`src/rtl/fetch_unit.sv`:
```
// fetch_unit: instruction fetch front end with a 2-entry {instruction, pc} buffer and redirect handling
// Ports:
//   clock, reset_n            rising-edge clock, asynchronous active-low reset
//   imem_req/imem_addr        fetch request and word-aligned address, held until imem_ack
//   imem_ack/imem_data        memory completion and instruction word
//   redirect/redirect_pc      taken branch/jump and its target
//   instr_valid/instruction/instr_pc/instr_ready   head of buffer toward the CPU
//   err_misaligned            registered pulse for a redirect target with nonzero low bits
module fetch_unit #(
    parameter logic [31:0] reset_pc = 32'h0000_0000
) (
    input  logic        clock,
    input  logic        reset_n,
    output logic        imem_req,
    output logic [31:0] imem_addr,
    input  logic        imem_ack,
    input  logic [31:0] imem_data,
    input  logic        redirect,
    input  logic [31:0] redirect_pc,
    output logic        instr_valid,
    output logic [31:0] instruction,
    output logic [31:0] instr_pc,
    input  logic        instr_ready,
    output logic        err_misaligned
);
    typedef enum logic [1:0] {IDLE, REQ, DISCARD} state_t;
    state_t      state;
    logic [31:0] addr;
    // target remembered while a stale request is still outstanding
    logic [31:0] tgt;
    logic [31:0] fifo_ins [2];
    logic [31:0] fifo_pc [2];
    logic        rd_ptr, wr_ptr;
    logic [1:0]  count, count_next;
    logic        pop, push;
    logic [31:0] target;
    assign target      = {redirect_pc[31:2], 2'b00};
    assign instr_valid = count != 2'd0;
    assign pop         = instr_valid && instr_ready;
    assign push        = state == REQ && imem_ack && !redirect;
    assign count_next  = redirect ? 2'd0 : count + {1'b0, push} - {1'b0, pop};
    assign imem_req    = state != IDLE;
    assign imem_addr   = addr;
    assign instruction = fifo_ins[rd_ptr];
    assign instr_pc    = fifo_pc[rd_ptr];
    always_ff @(posedge clock or negedge reset_n) begin
        if (!reset_n) begin
            state          <= IDLE;
            addr           <= reset_pc;
            tgt            <= reset_pc;
            count          <= 2'd0;
            rd_ptr         <= 1'b0;
            wr_ptr         <= 1'b0;
            fifo_ins[0]    <= 32'd0;
            fifo_ins[1]    <= 32'd0;
            fifo_pc[0]     <= 32'd0;
            fifo_pc[1]     <= 32'd0;
            err_misaligned <= 1'b0;
        end else begin
            err_misaligned <= redirect && (redirect_pc[1:0] != 2'b00);
            count          <= count_next;
            if (redirect) begin
                rd_ptr <= 1'b0;
                wr_ptr <= 1'b0;
            end else begin
                if (push) begin
                    fifo_ins[wr_ptr] <= imem_data;
                    fifo_pc[wr_ptr]  <= addr;
                    wr_ptr           <= ~wr_ptr;
                end
                if (pop)
                    rd_ptr <= ~rd_ptr;
            end
            case (state)
                IDLE: begin
                    if (redirect)
                        addr <= target;
                    // count_next reaches 2 only when the buffer stays full
                    state <= count_next[1] ? IDLE : REQ;
                end
                REQ: begin
                    if (redirect) begin
                        if (imem_ack)
                            addr <= target;
                        else
                            tgt <= target;
                        state <= imem_ack ? REQ : DISCARD;
                    end else if (imem_ack) begin
                        addr  <= addr + 32'd4;
                        state <= count_next[1] ? IDLE : REQ;
                    end
                end
                DISCARD: begin
                    if (redirect)
                        tgt <= target;
                    if (imem_ack) begin
                        addr  <= redirect ? target : tgt;
                        state <= REQ;
                    end
                end
                default: state <= IDLE;
            endcase
        end
    end
endmodule

```
`config.mk`:
```
export PLATFORM = sky130hd
export DESIGN_NAME = fetch_unit
export DESIGN_NICKNAME = d
export VERILOG_FILES = /design/src/rtl/fetch_unit.sv
export SDC_FILE = /design/constraint.sdc
export NUM_CORES = 1
export LEC_CHECK = 0
export ABC_CLOCK_PERIOD_IN_PS = 2800
export CORE_AREA = 2 2 157 159
export CTS_CLUSTER_DIAMETER = 120
export CTS_CLUSTER_SIZE = 16
export DETAILED_ROUTE_END_ITERATION = 6
export DIE_AREA = 0 0 159 161
export HOLD_SLACK_MARGIN = 0.15
export PLACE_DENSITY = 0.7
export SETUP_SLACK_MARGIN = 0.5
export SYNTH_ARGS = -nofsm -noshare
export SYNTH_HDL_FRONTEND = slang
export SYNTH_SLANG_ARGS = --single-unit
```
`constraint.sdc`:
```
create_clock -name clock -period 2.8 [get_ports clock]
set_input_delay 0.42 -clock clock [delete_from_list [all_inputs] [get_ports clock]]
set_output_delay 0.42 -clock clock [all_outputs]
set_load 0.005 [all_outputs]
```
# --- Yosys cells after proc, flatten, opt, wreduce, memory -nomap -nowiden ---
# Index checks and enable logic that the tools add are counted.
totals:
  out_inout_bits: 99
  mem_count: 0
  reg_bits: 199
  mem_bits_rw: 0
  word_cells: 79
  latchBits: 0
  rom_bits: 0
op_classes:
  bitwise_logic: 5
  mux: 31
  n_eq_ne: 8
  order_cmp: 3
  mul: 0
  shift: 0
  n_div: 0
  reduce_logical: 18
  add_sub_neg: 3
ops:
  columns: ["op", "count"]
  rows:
  - ["$mux 32", 15]
  - ["$bwmux 64", 2]
  - ["$pmux 32 s3", 1]
  - ["$pmux 32 s2", 1]
  - ["$add 32x3->32 const B", 1]
  - ["$demux 32 s1", 1]
  - ["$reduce_bool 2->1", 6]
  - ["$mux 2", 5]
  - ["$ne 2x2->1 const B", 5]
  - ["$pmux 2 s3", 1]
  - ["$logic_and 1x1->1", 5]
  - ["$mux 1", 5]
  - ["$ge 2x2->1 const B", 2]
  - ["$not 1->2", 2]
  - ["$reduce_and 2->1", 2]
  - ["$reduce_and 4->1", 1]
  - ["$ne 3x3->1 const B", 1]
  - ["$not 1->1", 3]
  - ["$reduce_and 3->1", 1]
  - ["$reduce_bool 3->1", 1]
  - ["$add 2x1->2", 1]
  - ["$eq 2x1->1 const B", 1]
  - ["$eq 2x2->1 const B", 1]
  - ["$logic_not 2->1", 1]
  - ["other kinds (3)", 3]

# --- Depth between registers and ports, before layout ---
logic_depth:
  word_depth: 10
  ltp_mapped: 11
  mapped_depth_nobuf: 11

# --- Least setup slack after synthesis ---
# Ideal clock, no wire load.
synth_timing:
  path_type: "flip-flop to flip-flop"
  start: "register state[1]"
  end: "register tgt[12]"
  stages_incl_launch_ff: 8
  slack_ps: 657
  arrival_time_ps: 2019
  required_time_ps: 2675
  path_buffers: 2
  setup_ps: 125
  period_less_slack_ps: 2143
  cell_sequence: "dfrtp_1 inv_1 ha_1 clkbuf_1 o21ai_1 a21oi_1 clkbuf_1 mux2_2"
synth_between:
  elab_chain_len: 3
synth_lines:
  columns: ["item", "line_no", "rtl"]
  rows:
  - ["start: declaration", "27", "state_t state;"]
  - ["start signal: assignment", "79", "state <= count_next[1] ? IDLE : REQ;"]
  - ["start signal: assignment", "87", "state <= imem_ack ? REQ : DISCARD;"]
  - ["start signal: assignment", "90", "state <= count_next[1] ? IDLE : REQ;"]
  - ["$eq 2x1->1 or $eq 2x2->1 (tied branches)", "74", "case (state)"]
  - ["$ne 2x2->1 (no line) or $reduce_bool 2->1 (tied branches)", null, null]
  - ["$reduce_and 3->1 (no line)", null, null]
  - ["end signal: assignment", "50", "tgt <= reset_pc;"]
  - ["end signal: assignment", "86", "tgt <= target;"]
  - ["end signal: assignment", "95", "tgt <= target;"]
  - ["end: declaration", "30", "logic [31:0] tgt;"]
# Parallel ways exist; a longest one is shown, timed or not.
# A chain may end at the register's enable or synchronous reset.

# --- Worst setup path in the final report ---
layout_timing:
  start: "register rd_ptr"
  end: "output port instr_pc[23]"
layout_between:
  elab_chain_len: 4
layout_lines:
  columns: ["item", "line_no", "rtl"]
  rows:
  - ["start: declaration", "33", "logic rd_ptr, wr_ptr;"]
  - ["start signal: assignment", "72", "rd_ptr <= ~rd_ptr;"]
  - ["$not 1->2 (implied by the code)", "45", "assign instr_pc = fifo_pc[rd_ptr];"]
  - ["$mux 32 (implied by the code) (3 in series)", "45", null]
  - ["end: declaration", "22", "output logic [31:0] instr_pc,"]
# No other way between the ends. The select of a mux whose other input is x is not followed.

==> impl_metrics.env <==
export IMPL_status="completed"
export IMPL_final_hold_violation_count=0
export IMPL_cp_cell_sequence="buf_12 > mux2_2 > clkdlybuf4s50_1"
export IMPL_finClkSkew_ps=9.92
export IMPL_cts_buffer_depth=2
export IMPL_diodes=0
export IMPL_cp_slowest_cell="dfrtp_4"
export IMPL_finalSetupTns_ps=0
export IMPL_drc=0
export IMPL_avgRoutedWirePerCell_um=18.9
export IMPL_period_share=0.870
export IMPL_n_fill_cell=2164
export IMPL_io_buffers=167
export IMPL_relSlewSlack=0.541
export IMPL_die_area_um2=25600
export IMPL_period_needed_ps=2440
export IMPL_drtPass1Iterations=7
export IMPL_worst_slew_pin_slew_ps=688
export IMPL_worstPathArrival_ps=2020
export IMPL_p_per_area_nw_per_um2=1090
export IMPL_final_max_slew_violation_count=0
export IMPL_drv_cap=0
export IMPL_synth_flop_cell="dfrtp_1"
export IMPL_grt_pass1_wl_um=39700
export IMPL_viasPerCell=5.47
export IMPL_post_place_ws_ps=287
export IMPL_critical_path_top_delay_family="buffers and inverters"
export IMPL_leakagePower_nw=5.47
export IMPL_grt_max_degree=83
export IMPL_numCtsBuffers=17
export IMPL_yosys_register_bits=199
export IMPL_synthArstFlopShare=1.00
export IMPL_yosys_warnings=0
export IMPL_routed_wl_um=24800
export IMPL_total_power_w=0.0137
export IMPL_initial_core_util=0.401
export IMPL_initialDrtViolationCount=364
export IMPL_clkTransAtPathRegs_ps=70
export IMPL_clock_root_buffer="clkbuf_16"
export IMPL_syn_inst=800
export IMPL_seq_area_frac_synth=0.518
export IMPL_hold_path_class="reg -> reg"
export IMPL_dpl_cell_area_um2=11900
export IMPL_routabilityCongestion=0.888
export IMPL_cp_max_fo=20
export IMPL_worstSetupPathType="reg -> out"
export IMPL_final_cell_mix="194 x dfrtp_1, 185 x mux2_1, 154 x clkdlybuf4s50_1, 47 x nor2_1, 41 x nand2_1"
export IMPL_gr_total_overflow=0
export IMPL_max_freq_mhz=411
export IMPL_final_common_cell="dfrtp_1"
export IMPL_grt_util_all_layers=0.195
export IMPL_die_y_um=161
export IMPL_synth_nets=876
export IMPL_syn_area_um2=9610
export IMPL_fp_dieW_um=159
export IMPL_synth_distinct_cells=62
export IMPL_area_growth_pct=31.2
export IMPL_rows=57
export IMPL_ir_drop_v=0.000475
export IMPL_synth_area_per_cell_um2=12.0
export IMPL_slowest_delay_ps=540
export IMPL_core_area_um2=24000
export IMPL_crit_path_end_kind="primary output"
export IMPL_synth_edf_count=0
export IMPL_rsz0062_at_grt="yes"
export IMPL_setup_viol=0
export IMPL_htree_levels=4
export IMPL_critPathBufInv=2
export IMPL_required_ps=2380
export IMPL_drive_gt1_frac=0.136
export IMPL_ioPinCount=168
export IMPL_ant_nets=0
export IMPL_hpwl_um=17400
export IMPL_cts_tree="built"
export IMPL_dr_total_vias=7167
export IMPL_fin_nets=1049
export IMPL_clkSinkCount=199
export IMPL_startpoint_type="flop"
export IMPL_clk_latency_ps=430
export IMPL_layout_setup_ws_ps=365
export IMPL_grt_antenna_before_repair=1
export IMPL_grt_pass1_vias=7307
export IMPL_design_area_um2=12600
synth_stat cells, drive strengths merged, types with 7 or more instances:
cell type    n  area, um2
nand3       22        110
and3         8       50.1
nor3        10       50.1
clkbuf      38        143
a221o        7       70.1
ha           7       87.6
buf         17       81.3
a221oi      11       96.3
nor2        49        184
a21oi       18       90.1
nand2       44        165
dfrtp      199       4980
mux2       216       2430
o21ai       34        170
nor2b        7       43.8
nand4       15        100
inv         14       52.6
state kept, by name, indices dropped and copies added (netlist names):
| register | flops |
|---|---|
| count | 2 |
| err_misaligned | 1 |
| fifo_ins | 64 |
| fifo_pc | 64 |
| imem_addr | 32 |
| rd_ptr | 1 |
| state | 2 |
| tgt | 32 |
| wr_ptr | 1 |
power by group:
part	switching, W	internal, W	total (W)
clock network	0.00111	0.00144	0.00255
logic	0.00255	0.00339	0.00593
registers	0.00101	0.00419	0.00520
worst register-to-register path, cell delays in order (launching register included):
cell and delay [ps]:
dfrtp_1 400, inv_1 100, ha_1 340, nor2b_1 170, and2_1 180, buf_12 170, a221o_1 410, a211oi_1 270
nor3_1 80
cell type report:
class | count | area (um2) | share of cell area
flip-flops and latches | 199 | 4990 | 0.396
inverters | 14 | 52.6 | 0.00417
well taps | 324 | 405 | 0.0322
repair buffers | 209 | 2120 | 0.168
clock inverters | 13 | 168 | 0.0133
multi-input cells | 532 | 4430 | 0.352
clock buffers | 19 | 443 | 0.0351
kinds of logic after synthesis:
| kind of cell | synth area share |
|---|---|
| AND/OR/NAND/NOR | 0.0901 |
| buffers and inverters | 0.0288 |
| multiplexers | 0.255 |
| flip-flops | 0.518 |
| AO/OA/AOI/OAI | 0.0940 |
| adder cells (fa/ha/maj) | 0.00911 |
| XOR/XNOR | 0.00456 |
metrics by stage:
| step | hold slack (ps) | util | cells |
|---|---|---|---|
| 3_3_place_gp | 460 | 0.496 | 1271 |
| 6_report | 478 | 0.526 | 1310 |
| 3_5_place_dp | 467 | 0.496 | 1271 |
| 2_1_floorplan | 124 | - | 800 |
| 4_1_cts | 483 | 0.523 | 1308 |
| 5_1_grt | 491 | 0.526 | 1310 |
routing by layer:
metal	vias up	part of all wire	GRT usage
met5	-	0	0
met4	0	0.013	0.0525
met3	28	0.052	0.0344
met2	223	0.48	0.320
met1	3644	0.45	0.269
li1	3272	-	-
worst paths after layout:
kind / startpoint / to / slack, ps / cells after the start
hold reg to reg: fifo_pc[43] / fifo_pc[43] / 480 / 1
setup / recovery: rd_ptr / instr_pc[23] / 360 / 3
setup reg to reg: state[0] / imem_addr[17] / 550 / 8
hold / removal: fifo_pc[43] / fifo_pc[43] / 480 / 1
min in group asynchronous: reset_n / tgt[4] / 570 / 2
max in group asynchronous: reset_n / fifo_pc[5] / 1320 / 3
timing repair:
| action | 4_1_cts | 5_1_grt |
|---|---|---|
| hold buffers | 1 | 0 |
| setup buffers | 4 | 2 |
| hold endpoints to repair | 78 | 0 |
| setup endpoints to repair | 75 | 76 |
| gates resized for setup | 13 | 21 |
| pin swaps | 0 | 1 |
Note: power is estimated with default switching activity, not from simulation.
